--- src/rtl/pc_unit.sv ---
// Fetch-stage program counter with relative branch, stall and a circular return-address stack.
// Optional target alignment check (adds output misalign) is enabled by defining PC_ALIGN_CHK_EN.
module pc_unit #(
  parameter int unsigned WIDTH     = 32,
  parameter logic [31:0] RESET_VEC = 32'h0100_0000,
  parameter int unsigned STEP      = 4,
  parameter int unsigned RAS_DEPTH = 4
) (
  input  logic                             clk,
  input  logic                             rst_n,
  input  logic                             stall,
  input  logic                             ld,
  input  logic                             ret,
  input  logic                             call,
  input  logic                             br,
  input  logic                             inc,
  input  logic [WIDTH-1:0]                 d,
  input  logic [WIDTH-1:0]                 off,
  output logic [WIDTH-1:0]                 q,
  output logic [$clog2(RAS_DEPTH+1)-1:0]   ras_cnt,
  output logic                             ras_ovf,
  output logic                             ras_unf
`ifdef PC_ALIGN_CHK_EN
  ,
  output logic                             misalign
`endif
);

  localparam int unsigned CNT_W = $clog2(RAS_DEPTH + 1);
  localparam int unsigned PTR_W = (RAS_DEPTH > 1) ? $clog2(RAS_DEPTH) : 1;
`ifdef PC_ALIGN_CHK_EN
  localparam logic [WIDTH-1:0] ALIGN_MASK = WIDTH'(STEP - 1);
`endif

  logic [WIDTH-1:0] ras [RAS_DEPTH];
  logic [PTR_W-1:0] wr_ptr, wr_inc, wr_dec, wr_nx;
  logic [WIDTH-1:0] seq, tgt, q_nx;
  logic [CNT_W-1:0] cnt_nx;
  logic             take, push, pop, ovf_nx, unf_nx, full, empty;
`ifdef PC_ALIGN_CHK_EN
  logic             mis_nx;
`endif

  // wr_ptr names the next free slot; when full it also names the oldest entry
  assign wr_inc = (wr_ptr == PTR_W'(RAS_DEPTH - 1)) ? '0 : wr_ptr + PTR_W'(1);
  assign wr_dec = (wr_ptr == '0) ? PTR_W'(RAS_DEPTH - 1) : wr_ptr - PTR_W'(1);
  assign seq    = q + WIDTH'(STEP);
  assign full   = (ras_cnt == CNT_W'(RAS_DEPTH));
  assign empty  = (ras_cnt == '0);

  // Priority decode: stall > ld > ret > call > br > inc
  always_comb begin
    q_nx   = q;
    cnt_nx = ras_cnt;
    wr_nx  = wr_ptr;
    tgt    = q;
    take   = 1'b0;
    push   = 1'b0;
    pop    = 1'b0;
    ovf_nx = 1'b0;
    unf_nx = 1'b0;
`ifdef PC_ALIGN_CHK_EN
    mis_nx = 1'b0;
`endif
    if (stall) begin
      take = 1'b0;
    end else if (ld) begin
      tgt  = d;
      take = 1'b1;
    end else if (ret) begin
      if (empty) begin
        unf_nx = 1'b1;
      end else begin
        tgt  = ras[wr_dec];
        take = 1'b1;
        pop  = 1'b1;
      end
    end else if (call) begin
      tgt  = d;
      take = 1'b1;
      push = 1'b1;
    end else if (br) begin
      tgt  = q + off;
      take = 1'b1;
    end else if (inc) begin
      q_nx = seq;
    end
`ifdef PC_ALIGN_CHK_EN
    // A misaligned target is dropped entirely, including its stack effect
    if (take && ((tgt & ALIGN_MASK) != '0)) begin
      mis_nx = 1'b1;
      take   = 1'b0;
      push   = 1'b0;
      pop    = 1'b0;
    end
`endif
    if (take) q_nx = tgt;
    if (push) begin
      wr_nx = wr_inc;
      if (full) ovf_nx = 1'b1;
      else      cnt_nx = ras_cnt + CNT_W'(1);
    end
    if (pop) begin
      wr_nx  = wr_dec;
      cnt_nx = ras_cnt - CNT_W'(1);
    end
  end

  always_ff @(posedge clk or negedge rst_n) begin
    if (!rst_n) begin
      q       <= WIDTH'(RESET_VEC);
      ras_cnt <= '0;
      wr_ptr  <= '0;
      ras_ovf <= 1'b0;
      ras_unf <= 1'b0;
      for (int i = 0; i < int'(RAS_DEPTH); i++) ras[i] <= '0;
    end else begin
      q       <= q_nx;
      ras_cnt <= cnt_nx;
      wr_ptr  <= wr_nx;
      ras_ovf <= ovf_nx;
      ras_unf <= unf_nx;
      if (push) ras[wr_ptr] <= seq;
    end
  end

`ifdef PC_ALIGN_CHK_EN
  always_ff @(posedge clk or negedge rst_n) begin
    if (!rst_n) misalign <= 1'b0;
    else        misalign <= mis_nx;
  end
`endif

endmodule

--- config.mk ---
export PLATFORM = sky130hd
export DESIGN_NAME = pc_unit
export DESIGN_NICKNAME = d
export VERILOG_FILES = /design/src/rtl/pc_unit.sv
export SDC_FILE = /design/constraint.sdc
export NUM_CORES = 1
export LEC_CHECK = 0
export ABC_AREA = 1
export CAP_MARGIN = 5
export CORE_MARGIN = 4
export CORE_UTILIZATION = 45
export DETAILED_ROUTE_END_ITERATION = 8
export PLACE_DENSITY = 0.68
export SYNTH_ARGS = -nofsm -noshare
export SYNTH_HDL_FRONTEND = slang
export SYNTH_SLANG_ARGS = --single-unit
--- constraint.sdc ---
create_clock -name clk -period 6.1 [get_ports clk]
set_input_delay 1.525 -clock clk [delete_from_list [all_inputs] [get_ports clk]]
set_output_delay 1.525 -clock clk [all_outputs]
set_load 0.1 [all_outputs]
==> metrics.csv <==
stage,metric,value,unit
clock_network,Post-CTS Hold Fix Bufs,0,
clock_network,# resized after CTS,0,
setup_path,CP startpoint,ld,
finish,area grow syn2layout,16.78,%
route,post-route ant nets,0,
setup_path,critical setup path kind,primary input to flop,
yosys,Post-synth EDFFs,0,
setup_path,FF-to-FF End,q[3],
yosys,Cell variety after synth,51,
clock_network,setup bufs post-CTS,0,
die,DIE WIDTH,165.3,um
die,row count,57,
sta,Max Fclk,239.8,MHz
place,Final HPWL DP,26090,um
place,PortBufs,108,
setup_path,critical-path cell list,clkdlybuf4s50_1 -> inv_1 -> nand2_1 -> nor2_2 -> buf_4 -> inv_2 -> nor2_2 -> nor2_8 -> inv_4 -> nand2_2 -> inv_2 -> nand2_1 -> a21boi_1 -> nand2_1,
finish,final cell utilization of the core,53.47,%
worst_hold_path,Hold Path Class,flop to flop,
setup_path,CP max stage cell,clkdlybuf4s50_1,
status,status,"complete, no violations",
route,1st-iter DRT viols,1064,
finish,share of cells above drive strength 1,4.861,%
yosys,largest family of logic cells by synthesized area,simple AND/OR/NAND/NOR gates,
yosys,top_reg_cell synth,dfrtp_1,
yosys,Post-Synthesis Cells,1638,
sta,unrepaired setup endpoints after global routing,no,
place,Placed Area,12430,um2
yosys,Netlist Area Pre-Place,11140,um2
yosys,multiplexer share of the synthesized area,0.1798,%
pwr,P per Cell Area,504.0,nW/um2
yosys,asr flop ratio synth,100.0,%
clock_network,CTS max path bufs,2,
place,gp weighted congestion,0.9496,
die,# IOs,109,
route,final WL,35670,um
die,Initial Util,45.79,%
setup_path,crit path DAT,4.48,ns
finish,most frequent cells in the layout,"646 x nand2_1, 193 x inv_1, 166 x dfrtp_1",
yosys,Post-Synth Adder-Cell Area,4.404,%
sta,Clock Skew,0.009820,ns
route,DRC Markers,0,
pwr,total power,6554,uW
yosys,Seq cells post-synth,167,
yosys,Compound-Gate Fraction of Synth Area,14.51,%
clock_network,later-pin clock latency in the skew report,0.43,ns
route,vias post-DR,11050,
clock_network,H-Tree Level Count,4,
yosys,"Avg Cell Area, Syn",6.798,um2
global_route,antenna violations before repair,0,
setup_path,reg-to-reg startpoint,wr_ptr[0],
pwr,leakage power,0.006509,uW
sta,worst hold margin,0.4790,ns
worst_hold_path,hold path cells,2,
setup_path,worst reg2reg path depth,13,
route,WL per Instance,17.38,um
yosys,"top cells by area, synth","dfrtp_1 37%, nand2_1 22%, inv_1 6.5%",
sta,Hold Fails Final Rpt,0,
sta,Worst-Margin Slew,1.091,ns
worst_hold_path,min-delay src,ras[111],
finish,n_diodes,0,
finish,post-route cell area,13000,um2
pwr,Max rail drop VDD,0.3374,mV
finish,fillcell total,2357,
sta,# setup viols final,0,
sta,setup TNS,0,ns
global_route,vias in the first global route,10780,
die,die area,27330,um2
global_route,first-pass GRT wire length,57100,um
setup_path,CP bufs+invs,6,
yosys,post-synth top area cell,dfrtp_1,
yosys,top cell type's share of synthesized area,37.30,%
setup_path,Critical Path Sink Type,flop,
clock_network,CTS sink cnt,167,
finish,nets@finish,1825,
yosys,Synth Area in XOR/XNOR,2.933,%
yosys,Syn Nets,1748,
run,max-cap viol count,0,
yosys,sequential share of the synthesized area,37.54,%
route,via/cell ratio,5.383,
setup_path,critical path depth,14,
global_route,grt ovf,0,
clock_network,CTS Buf Count,17,
sta,slew margin rel.,27.20,%
clock_network,"CTS clk-pin slew, worst paths",0.06,ns
global_route,Tot GR Track Use,26.99,%
setup_path,CP startpoint kind,primary input,
clock_network,clock root cell,clkbuf_16,
yosys,yosys warns,0,
setup_path,CP max stage delay,0.52,ns
setup_path,r2r setup slk,2.86,ns
die,die height,165.3,um
setup_path,crit path max fanout,28,
setup_path,crit-path most repeated cell,nand2_1,
setup_path,Critical Path End,q[27],
finish,"most common cell after layout, fill and taps aside",nand2_1,
setup_path,Worst Path Required,6.41,ns
sta,min cycle time layout,4.169,ns
clock_network,CTS tree,built,
route,DR pass1 iterations,8,
setup_path,"delay-heaviest family, CP",buffers and inverters,
yosys,Synth Area in Simple Gates,31.03,%
global_route,largest net degree at the start of global routing,80,
sta,fin crit share,68.35,%
die,core footprint,24320,um2
sta,Final Max Tran Viols,0,
-- logic make-up (layout without fill, tap and decap cells) --
group | count (synthesis) | in the layout
mux | 2 | 2
simple gates | 850 | 850
fa+ha+maj | 38 | 38
flops | 167 | 167
xor+xnor | 33 | 33
buf+inv | 264 | 354
compound gates | 284 | 284
-- routing by layer --
layer  routed length (um)  share of wire [%]  GRT usage (%)  vias to the layer above
li1                     -                  -              -                     5377
met1                15500                 43          36.92                     5166
met2                16810                 47          44.17                      424
met3                 2331                6.5          3.524                       78
met4                 1027                2.9          9.599                        0
met5                    0                  0              0                        -
-- registers in the layout (all words and copies together), names as in the netlist --
name and flops:
ras_unf 1, wr_ptr 2, ras_ovf 1, ras 128, q 32, ras_cnt 3
-- metrics by stage --
step / std cells / worst slack, ns
after floorplan: 1638 / 2.985
after global routing: 2052 / 1.701
after CTS: 2052 / 1.974
final: 2052 / 1.931
after global placement: 2020 / 1.602
after detailed placement: 2020 / 1.535
-- where the power goes --
group	leakage [uW]	total [uW]	switching, uW	internal [uW]
Sequential	0.00208	1970	384	1580
Clock	0.000270	1060	439	623
Combinational	0.00415	3520	2470	1050
-- cell usage after synthesis, types with 10 or more instances --
library cell,count
nand2_1,647
inv_1,193
dfrtp_1,166
o21ai_0,144
nor2_1,84
nand3_1,61
a21oi_1,56
ha_1,36
clkbuf_1,32
o211ai_1,27
buf_2,22
xor2_1,20
nor3_1,13
o22ai_1,13
a211oi_1,10
-- tightest hold or removal path, cell delays in order, from the launching register on --
cell and delay, ns:
dfrtp_1 0.34, nand2_1 0.05, nand2_1 0.06
-- cell type report --
| cell class | count | area, um2 | area share, % |
|---|---|---|---|
| clock buffers | 24 | 471.7 | 3.627 |
| repair buffers | 120 | 1172 | 9.016 |
| well taps | 324 | 405.4 | 3.117 |
| flip-flops and latches | 167 | 4180 | 32.15 |
| multi-input cells | 1207 | 5916 | 45.49 |
| clock inverters | 8 | 97.59 | 0.7505 |
| inverters | 202 | 760.7 | 5.850 |
-- worst min-delay path by stage --
stage	end	slack [ns]
2_1_floorplan	ras[43]	0.44
3_3_place_gp	ras[111]	0.46
3_5_place_dp	ras[107]	0.46
4_1_cts	ras[107]	0.48
5_1_grt	ras[89]	0.50
6_report	ras[111]	0.48
(Power assumes the default switching activity.)
